**src/rtl/clock_gen_pkg.sv**
```systemverilog
// Shared encodings and defaults for the multi-channel audio clock generator.
package clock_gen_pkg;

    typedef enum logic [1:0] {
        SEL_64K    = 2'b00,
        SEL_15K    = 2'b01,
        SEL_MASTER = 2'b10,
        SEL_OFF    = 2'b11
    } ch_sel_e;

    localparam int unsigned DIV64_DEF = 28;
    localparam int unsigned DIV15_DEF = 114;
    localparam int unsigned MIN_DIV   = 2;

endpackage

```
**src/rtl/tick_divider.sv**
```systemverilog
// Binary down-counter that emits a one-clk tick every `divisor` enn strobes.
module tick_divider
    import clock_gen_pkg::*;
#(
    parameter int unsigned CNT_W   = 8,
    parameter int unsigned RST_DIV = DIV64_DEF
) (
    input  logic           clk,
    input  logic           init,
    input  logic           enn,
    input  logic [CNT_W:0] divisor,
    output logic           tick
);

    logic [CNT_W-1:0] count;

    // Reset reloads from RST_DIV, not from divisor, since a runtime divisor
    // register is being restored on the same edge.
    always_ff @(negedge clk) begin
        if (init) begin
            count <= CNT_W'(RST_DIV - 1);
            tick  <= 1'b0;
        end else if (enn) begin
            if (count == '0) begin
                count <= CNT_W'(divisor - (CNT_W + 1)'(1));
                tick  <= 1'b1;
            end else begin
                count <= count - CNT_W'(1);
                tick  <= 1'b0;
            end
        end else begin
            tick <= 1'b0;
        end
    end

endmodule

```
**src/rtl/clock_gen_multi.sv**
```systemverilog
// Multi-channel audio clock generator: 64k/15k dividers, per-channel source mux,
// keyboard scan clock. Optional runtime divisors under `CLKGEN_RATE_LOAD_EN`.
module clock_gen_multi
    import clock_gen_pkg::*;
#(
    parameter int unsigned NUM_CH = 4,
    parameter int unsigned CNT_W  = 8,
    parameter int unsigned DIV64  = DIV64_DEF,
    parameter int unsigned DIV15  = DIV15_DEF
) (
    input  logic                  clk,
    input  logic                  init,
    input  logic                  enn,
    input  logic [2*NUM_CH-1:0]   ch_sel,
    output logic [NUM_CH-1:0]     aud_clk,
    output logic                  tick64,
    output logic                  tick15,
    output logic                  keyb_clk
`ifdef CLKGEN_RATE_LOAD_EN
    ,
    input  logic                  div_load,
    input  logic [CNT_W-1:0]      div64_in,
    input  logic [CNT_W-1:0]      div15_in
`endif
);

    logic [CNT_W:0]    div64_r;
    logic [CNT_W:0]    div15_r;
    logic              enn_d;
    logic [NUM_CH-1:0] aud_next;

`ifdef CLKGEN_RATE_LOAD_EN
    function automatic logic [CNT_W:0] clamp_div(input logic [CNT_W-1:0] d);
        if ({1'b0, d} < (CNT_W + 1)'(MIN_DIV))
            return (CNT_W + 1)'(MIN_DIV);
        return {1'b0, d};
    endfunction

    // New divisors only reach the counters at their next wrap reload.
    always_ff @(negedge clk) begin
        if (init) begin
            div64_r <= (CNT_W + 1)'(DIV64);
            div15_r <= (CNT_W + 1)'(DIV15);
        end else if (div_load) begin
            div64_r <= clamp_div(div64_in);
            div15_r <= clamp_div(div15_in);
        end
    end
`else
    assign div64_r = (CNT_W + 1)'(DIV64);
    assign div15_r = (CNT_W + 1)'(DIV15);
`endif

    tick_divider #(
        .CNT_W   (CNT_W),
        .RST_DIV (DIV64)
    ) u_div64 (
        .clk     (clk),
        .init    (init),
        .enn     (enn),
        .divisor (div64_r),
        .tick    (tick64)
    );

    tick_divider #(
        .CNT_W   (CNT_W),
        .RST_DIV (DIV15)
    ) u_div15 (
        .clk     (clk),
        .init    (init),
        .enn     (enn),
        .divisor (div15_r),
        .tick    (tick15)
    );

    // Delaying enn one clk puts the master source on the same cycle as the ticks.
    always_ff @(negedge clk) begin
        if (init)
            enn_d <= 1'b0;
        else
            enn_d <= enn;
    end

    always_comb begin
        aud_next = '0;
        for (int unsigned c = 0; c < NUM_CH; c++) begin
            unique case (ch_sel_e'(ch_sel[2*c +: 2]))
                SEL_64K:    aud_next[c] = tick64;
                SEL_15K:    aud_next[c] = tick15;
                SEL_MASTER: aud_next[c] = enn_d;
                default:    aud_next[c] = 1'b0;
            endcase
        end
    end

    always_ff @(negedge clk) begin
        if (init)
            aud_clk <= '0;
        else
            aud_clk <= aud_next;
    end

    assign keyb_clk = ~tick15;

endmodule

```
**config.mk**
```make
export PLATFORM = sky130hd
export DESIGN_NAME = clock_gen_multi
export DESIGN_NICKNAME = d
export VERILOG_FILES = /design/src/rtl/clock_gen_pkg.sv /design/src/rtl/tick_divider.sv /design/src/rtl/clock_gen_multi.sv
export SDC_FILE = /design/constraint.sdc
export NUM_CORES = 1
export LEC_CHECK = 0
export CAP_MARGIN = 5
export CORE_UTILIZATION = 55
export DETAILED_ROUTE_END_ITERATION = 7
export PLACE_DENSITY = 0.82
export REMOVE_ABC_BUFFERS = 1
export SETUP_SLACK_MARGIN = 0.05
export SLEW_MARGIN = 20
export SYNTH_ARGS = -nofsm -noshare
export SYNTH_HDL_FRONTEND = slang
export SYNTH_SLANG_ARGS = --single-unit
```
**constraint.sdc**
```tcl
create_clock -name clk -period 3.6 [get_ports clk]
set_input_delay 0.72 -clock clk [delete_from_list [all_inputs] [get_ports clk]]
set_output_delay 0.72 -clock clk [all_outputs]
set_load 0.01 [all_outputs]
```
# Yosys cells after proc, flatten, opt, wreduce, memory -nomap -nowiden
# Index checks and enable logic that the tools add are counted.
[op_classes]
n_addsub = 2
n_eq_ne = 8
mux = 8
n_bitwise = 2
reduce_logical = 7
[op_table]
columns = ["operator", "n"]
rows = [
  ["$logic_not A8 Y1", 2],
  ["$mux W8", 2],
  ["$sub A8 B1 Y8 const B", 2],
  ["$pmux W1 S3", 4],
  ["$eq A2 B1 Y1 const B", 4],
  ["$eq A2 B2 Y1 const B", 4],
  ["$logic_not A2 Y1", 4],
  ["$mux W1", 2],
  ["$not A1 Y1", 2],
  ["$reduce_or A2 Y1", 1],
]
[totals]
ff_bits = 23
in_bits = 11
out_inout_bits = 7
elab_cells = 33

# Logic depth before layout (Yosys ltp)
# Gate-level depths: netlist of the first run.
[depth]
word_depth = 2
mapped_depth = 6
ltp_nobuf = 5

# Hierarchy
# From an unflattened synthesis of the first run, not the netlist that was laid out.
[hier_totals]
cells_unflattened = 170
hier_area_um2 = 1433.9
[by_module_without_submodules]
columns = ["mod", "n_inst", "cells_per_inst", "area_each_um2", "seq_area_each_um2"]
rows = [
  ["tick_divider at u_div15", 1, 72, 616.8, 180.2],
  ["tick_divider at u_div64", 1, 73, 586.8, 180.2],
  ["clock_gen_multi", 1, 25, 230.2, 100.1],
]

==> impl_results.md, run 1 <==
- Pleak: a little over 0.7 nW
- Crit start category: flop
- Final Setup Violations: 0
- CP Max Fanout: 2
- # Max-Cap Violations: 0
- Cells after synthesis: ~120
- Max-slew violations: 0
- All-layer global routing usage: between 20 and 30%
- Synth async-reset ratio: 0%
- Pin count of the biggest net entering global routing: 14
- Final core occ: 83.9%
- Total congestion overflow: 0
- Die H: around 46 µm
- Reg clk slew, reported paths: 0.05 ns
- Cell variety after synth: 37
- Synth warn: 0
- Via count: 1075
- Top post-synthesis cells by area: dfxtp_1, nor2_1, mux2i_1, nand3b_1, xnor2_1
- Clk_lat worst skew: 0.41 ns
- CP cell instances: dlygate4sd2_1
- Post-Syn Area: 0.00107 mm²
- Pwr Total: 0.657 mW
- Crit-path leading delay family: flip-flops
- Post-DR vias/cell: ~5.5
- Result of the run: finished clean
- Area delta synth->final: 39.4%
- Most frequent cell after synthesis: dfxtp_1
- CP max stage delay: around 0.33 ns
- Num Clock Sinks: 23
- CP Data Arrival Time: 2.80 ns
- Worst reg2reg path depth: 3
- CTS tree: yes
- Max-slew headroom: 51.0%
- Post-synthesis sequential area ratio: 42.9%
- Post-DP HPWL: 1630 µm
- Worst Path Class, Setup: flop to output port
- Root buffer cell: clkbuf_4
- Starting density of the core: roughly 60%
- Share of cells above drive strength 1: 13.5%
- Min-Delay Path Class: flop to flop
- Ports: 18
- Number of flops mapped to enable cells by yosys: 0
- FF+latch count, synth: 23
- ANT nets after route: 0
- Count of input and output buffers: 17
- Synth cell count leaders: dfxtp_1, nor2_1, nand2_1, inv_1, nand3b_1
- First-pass GRT wire length: slightly above 4000 µm
- Number of antenna diodes: 0
- Placement row count: 15
- Slew @ Worst Pin: about 0.73 ns
- Ys flop type: dfxtp_1
- Core outline area: 0.00178 mm²
- DRC Markers: 0
- Synthesized area per cell: between 9 and 10 µm²
- Final WL: 2770 µm
- Hold Slack: 0.528 ns
- RSZ-0062 raised after global routing: no
- Vias in the first global route: 1010
- Multi-input logic area: 586 µm²
- Seq. cell area: 464 µm²
- Total CTS buffers: 3
- Worst EP required: 2.88 ns
- Critical path endpoint category: output port
- Synth top area share: between 40% and 50%
- Crit path buf inv count: 1
- Initial antenna violation count: 0
- CTS Buffer Depth: 2
- Crit path max-delay cell type: dfxtp_1
- PwrDens: 439 mW/mm²
- Clock Skews: about 0.033 ns
- Fill count: 107
- Worst Hold Depth: 2
- GPL Wtd Cong: 0.849
- Initial drt markers: 27
- Layout Nets: 185
- WP depth: 1
- Cts hold-fix bufs: 0
- Routed length per instance: about 14 µm
- Biggest area consumer among synthesized cells: dfxtp_1
- CTS H-tree depth: 1
- Full die area: 0.00213 mm²
- First drt pass iteration count: 4
- Die width: ~46 µm
- Worst ir drop on vdd: 0.350 mV
- Hold Fails Final Rpt: 0
## final cells by class
type                    count  share of cell area, %
inverters                   7                   1.76
flip-flops and latches     23                   31.0
multi-input cells          84                   39.2
clock inverters            24                   7.78
clock buffers               3                   1.51
repair buffers             29                   16.7
well taps                  25                   2.09
## layout by cell type (no fill, tap or decap), types with 2 or more instances in the layout
cell type	Yosys	routed
o21a_1	4	4
a31o_2	2	2
a21oi_1	4	4
nand3b_1	6	6
inv_1	8	30
dlygate4sd2_1	0	5
clkdlybuf4s15_1	0	2
nand2_1	10	10
buf_4	0	12
o31ai_1	2	2
xor2_1	3	3
clkdlybuf4s50_1	0	9
nor2b_1	2	2
xnor2_1	5	5
clkbuf_4	0	3
nor2_1	14	14
nor3_1	2	2
mux2i_1	5	5
nor4bb_1	2	2
ha_1	3	3
dfxtp_1	23	22
## cells by family after synthesis
kind of cell / Yosys count / share of synthesized area, %
buffers and inverters: 11 / 3.85
XOR/XNOR: 8 / 6.53
multiplexers: 5 / 4.67
flip-flops: 23 / 42.9
AO/OA/AOI/OAI: 19 / 12.6
adder cells (fa/ha/maj): 3 / 3.50
AND/OR/NAND/NOR: 49 / 25.9
## sequential cells by signal, summed over array words and instances, names as in the netlist
name and count:
aud_clk 4, enn_d 1, u_div15.count 8, u_div15.tick 1
u_div64.count 8, u_div64.tick 1
## layer usage
metal | vias up | global-route usage [%] | part of all wire (%)
li1 | 520 | - | -
met3 | 8 | 10.2 | 5.7
met4 | 0 | 18.2 | 2.4
met2 | 42 | 49.6 | 51
met1 | 505 | 28.0 | 41
met5 | - | 0 | 0
## report_power, final
part	internal, mW	switching [mW]
logic	0.0385	0.0325
clock network	0.146	0.159
registers	0.267	0.0143
total	0.451	0.206
## timing repair
item                       in CTS  in global routing
setup endpoints to repair      11                  3
gates resized for setup        13                  3
pin swaps                       1                  0
setup buffers                   3                  0
## path summary, 6_finish.rpt
kind,from,endpoint,slack [ns]
max,u_div64.tick,tick64,0.08
min,u_div64.count[7],u_div64.count[7],0.53
max reg2reg,u_div64.count[0],u_div64.count[5],2.05
min reg2reg,u_div64.count[7],u_div64.count[7],0.53
## stage by stage
| step | setup TNS (ns) | area (µm²) | setup slack [ns] | cells |
|---|---|---|---|---|
| 6_report | 0 | 1500 | 0.0764 | 195 |
| 2_1_floorplan | 0 | 1060 | 0.00249 | 115 |
| 5_1_grt | 0 | 1500 | 0.0506 | 195 |
| 4_1_cts | 0 | 1500 | 0.0699 | 195 |
| 3_3_place_gp | -4.60 | 1330 | -0.494 | 166 |
| 3_5_place_dp | -5.25 | 1330 | -0.652 | 166 |
No activity file was read; power rests on OpenSTA's default activity.
==> run 2: changes to the inputs <==
Settings changed: ABC_CLOCK_PERIOD_IN_PS from default to 3600, MAX_ROUTING_LAYER from default to met4, REMOVE_ABC_BUFFERS 1 to default.
==> run 2 against run 1 <==
Compared with the run above: critical path depth increased by 3; worst hold slack worse by 0.022 ns; core utilization shrank 2.6 points; clock power shrank 28%; via count decreased by 5.3%; first-iteration DRC count is 3.7% lower; cell area is 3.1% lower; critical endpoint is now u_div64.count[5]; highest routed layer unchanged.
==> impl_results.md, run 2 (synthesized netlist as in run 1, its figures left out) <==
- Placed Cells: 164 (-1.2%)
- Die H: 46.2 µm (unchanged)
- Clock Skews: 0.0181 ns (-0.0151 ns)
- Leading cell type in the layout, fill and taps excluded: inv_1
- FF-to-FF setup slack: 1.99 ns (-0.06 ns)
- GPL Wtd Cong: 0.852 (+0.34%)
- Via count: 1018 (-5.3%)
- Fill count: 120 (+12%)
- Final WL: 2320 µm (-16%)
- Starting density of the core: 60.1% (unchanged)
- CTS Buffer Depth: 2 (unchanged)
- Comb pwr share: 11.9% (+1.1 points)
- Sw power: 0.190 mW (-7.8%)
- Crit start category: primary input
- Worst ir drop on vdd: 0.294 mV (-16%)
- Vias in the first global route: 956 (-5.3%)
- Min-Delay Path Class: flop to flop
- Reg clk slew, reported paths: 0.04 ns (about the same)
- Count of input and output buffers: 17 (unchanged)
- Area delta synth->final: 35.1%
- Max-slew violations: 0 (unchanged)
- Initial antenna violation count: 0 (unchanged)
- CTS H-tree depth: 1 (unchanged)
- RSZ-0062 raised after global routing: yes
- All-layer global routing usage: 25.0% (-3.4 points)
- Max-slew headroom: 55.8% (+4.8 points)
- Post-DP HPWL: 1560 µm (-4.1%)
- Switching part of the total power: 33.5% (+2.1 points)
- Share of cells above drive strength 1: 12.0% (-1.6 points)
- Pleak: 0.688 nW (-2.6%)
- Most frequent cells in the layout: inv_1, dfxtp_1, nor2_1
- # Max-Cap Violations: 0 (unchanged)
- Post-DR vias/cell: 5.30 (-3.8%)
- Seq. cell area: 464 µm² (unchanged)
- Slew @ Worst Pin: 0.658 ns (-0.0708 ns)
- Die width: 46.2 µm (unchanged)
- DRC Markers: 0 (unchanged)
- CP Data Arrival Time: 2.05 ns (-0.75 ns)
- Initial drt markers: 26 (-3.7%)
- Syn Nets: 132
- Pin count of the biggest net entering global routing: 14 (unchanged)
- Core outline area: 0.00178 mm² (unchanged)
- ANT nets after route: 0 (unchanged)
- Internal: 0.377 mW (-16%)
- First-pass GRT wire length: 3770 µm (-9.1%)
- Hold Fails Final Rpt: 0 (unchanged)
- Full die area: 0.00213 mm² (unchanged)
- Layout Nets: 182 (-1.6%)
- Final core occ: 81.3% (-2.6 points)
- CTS tree: yes
- Num Clock Sinks: 23 (unchanged)
- Biggest regs: u_div15.count x8, u_div64.count x8, aud_clk x4
- Total congestion overflow: 0 (unchanged)
- Placement row count: 15 (unchanged)
- Worst Path Class, Setup: primary input to flop
- Clock power frac: 38.7% (-7.7 points)
- Root buffer cell: clkbuf_4
- Final Setup Violations: 0 (unchanged)
- CP Max Fanout: 2 (unchanged)
- Multi-input logic area: 584 µm² (-0.21%)
- Routed length per instance: 12.1 µm (-15%)
- First drt pass iteration count: 4 (unchanged)
- Total CTS buffers: 3 (unchanged)
- Worst EP required: 2.12 ns (-0.76 ns)
- Ports: 18 (unchanged)
- Sequential power share: 49.4% (+6.6 points)
- Cell Count, Final, Fillers Out: 192 (-1.5%)
- Critical path endpoint category: flop
- Cts hold-fix bufs: 0 (unchanged)
- Result of the run: finished clean
- Number of antenna diodes: 0 (unchanged)
- PwrDens: 391 mW/mm² (-11%)
- Clk_lat worst skew: 0.39 ns (-0.02 ns)
==> run 2: metrics by stage <==
stage               instance area, µm²  worst slack (ns)  power, mW  hold slack (ns)  TNS (ns)
floorplan                         1080            0.0339      0.364            0.464         0
global placement                  1320            -0.474      0.389            0.482     -5.35
detailed placement                1320            -0.483      0.392            0.486     -5.68
CTS                               1440            0.0575      0.573            0.494         0
global route                      1450            0.0425      0.604            0.541         0
finish                            1450            0.0661      0.567            0.506         0
==> run 2: worst max-delay path: stages <==
cell	delay, ns
dlygate4sd2_1	0.20
or4b_4	0.46
or4_4	0.55
a21oi_2	0.12
==> run 2: layout make-up <==
class | count | area share, %
inverter | 7 | 1.81
multi-input combinational | 84 | 40.3
timing repair buffer | 26 | 15.9
tap | 25 | 2.16
sequential | 23 | 32.0
clock inverter | 24 | 6.22
clock buffer | 3 | 1.55
==> run 2: what timing repair did <==
item                       CTS  global route
setup endpoints to repair   15             3
resized for setup           10             4
pin swaps                    2             1
setup buffers                2             0
==> run 2: path summary, 6_finish.rpt <==
kind                     from          endpoint  depth (start not counted)
max                       enn  u_div64.count[5]                          4
min          u_div64.count[7]  u_div64.count[7]                          2
max reg2reg  u_div64.count[0]  u_div64.count[5]                          3
min reg2reg  u_div64.count[7]  u_div64.count[7]                          2
==> run 2: power groups by stage <==
stage / combinational (mW) / sequential, mW / clock, mW
global route: 0.0774 / 0.281 / 0.246
CTS: 0.0668 / 0.279 / 0.227
global placement: 0.0639 / 0.284 / 0.0408
floorplan: 0.0411 / 0.282 / 0.0408
finish: 0.0676 / 0.280 / 0.220
detailed placement: 0.0667 / 0.285 / 0.0408
==> run 2: routing by layer <==
| layer | up-vias | global-route usage, % | routed length [µm] |
|---|---|---|---|
| met5 | - | - | 0 |
| met4 | 0 | 12.4 | 24 |
| met3 | 5 | 7.45 | 103 |
| met2 | 27 | 39.7 | 1140 |
| met1 | 472 | 28.4 | 1050 |
| li1 | 514 | - | - |
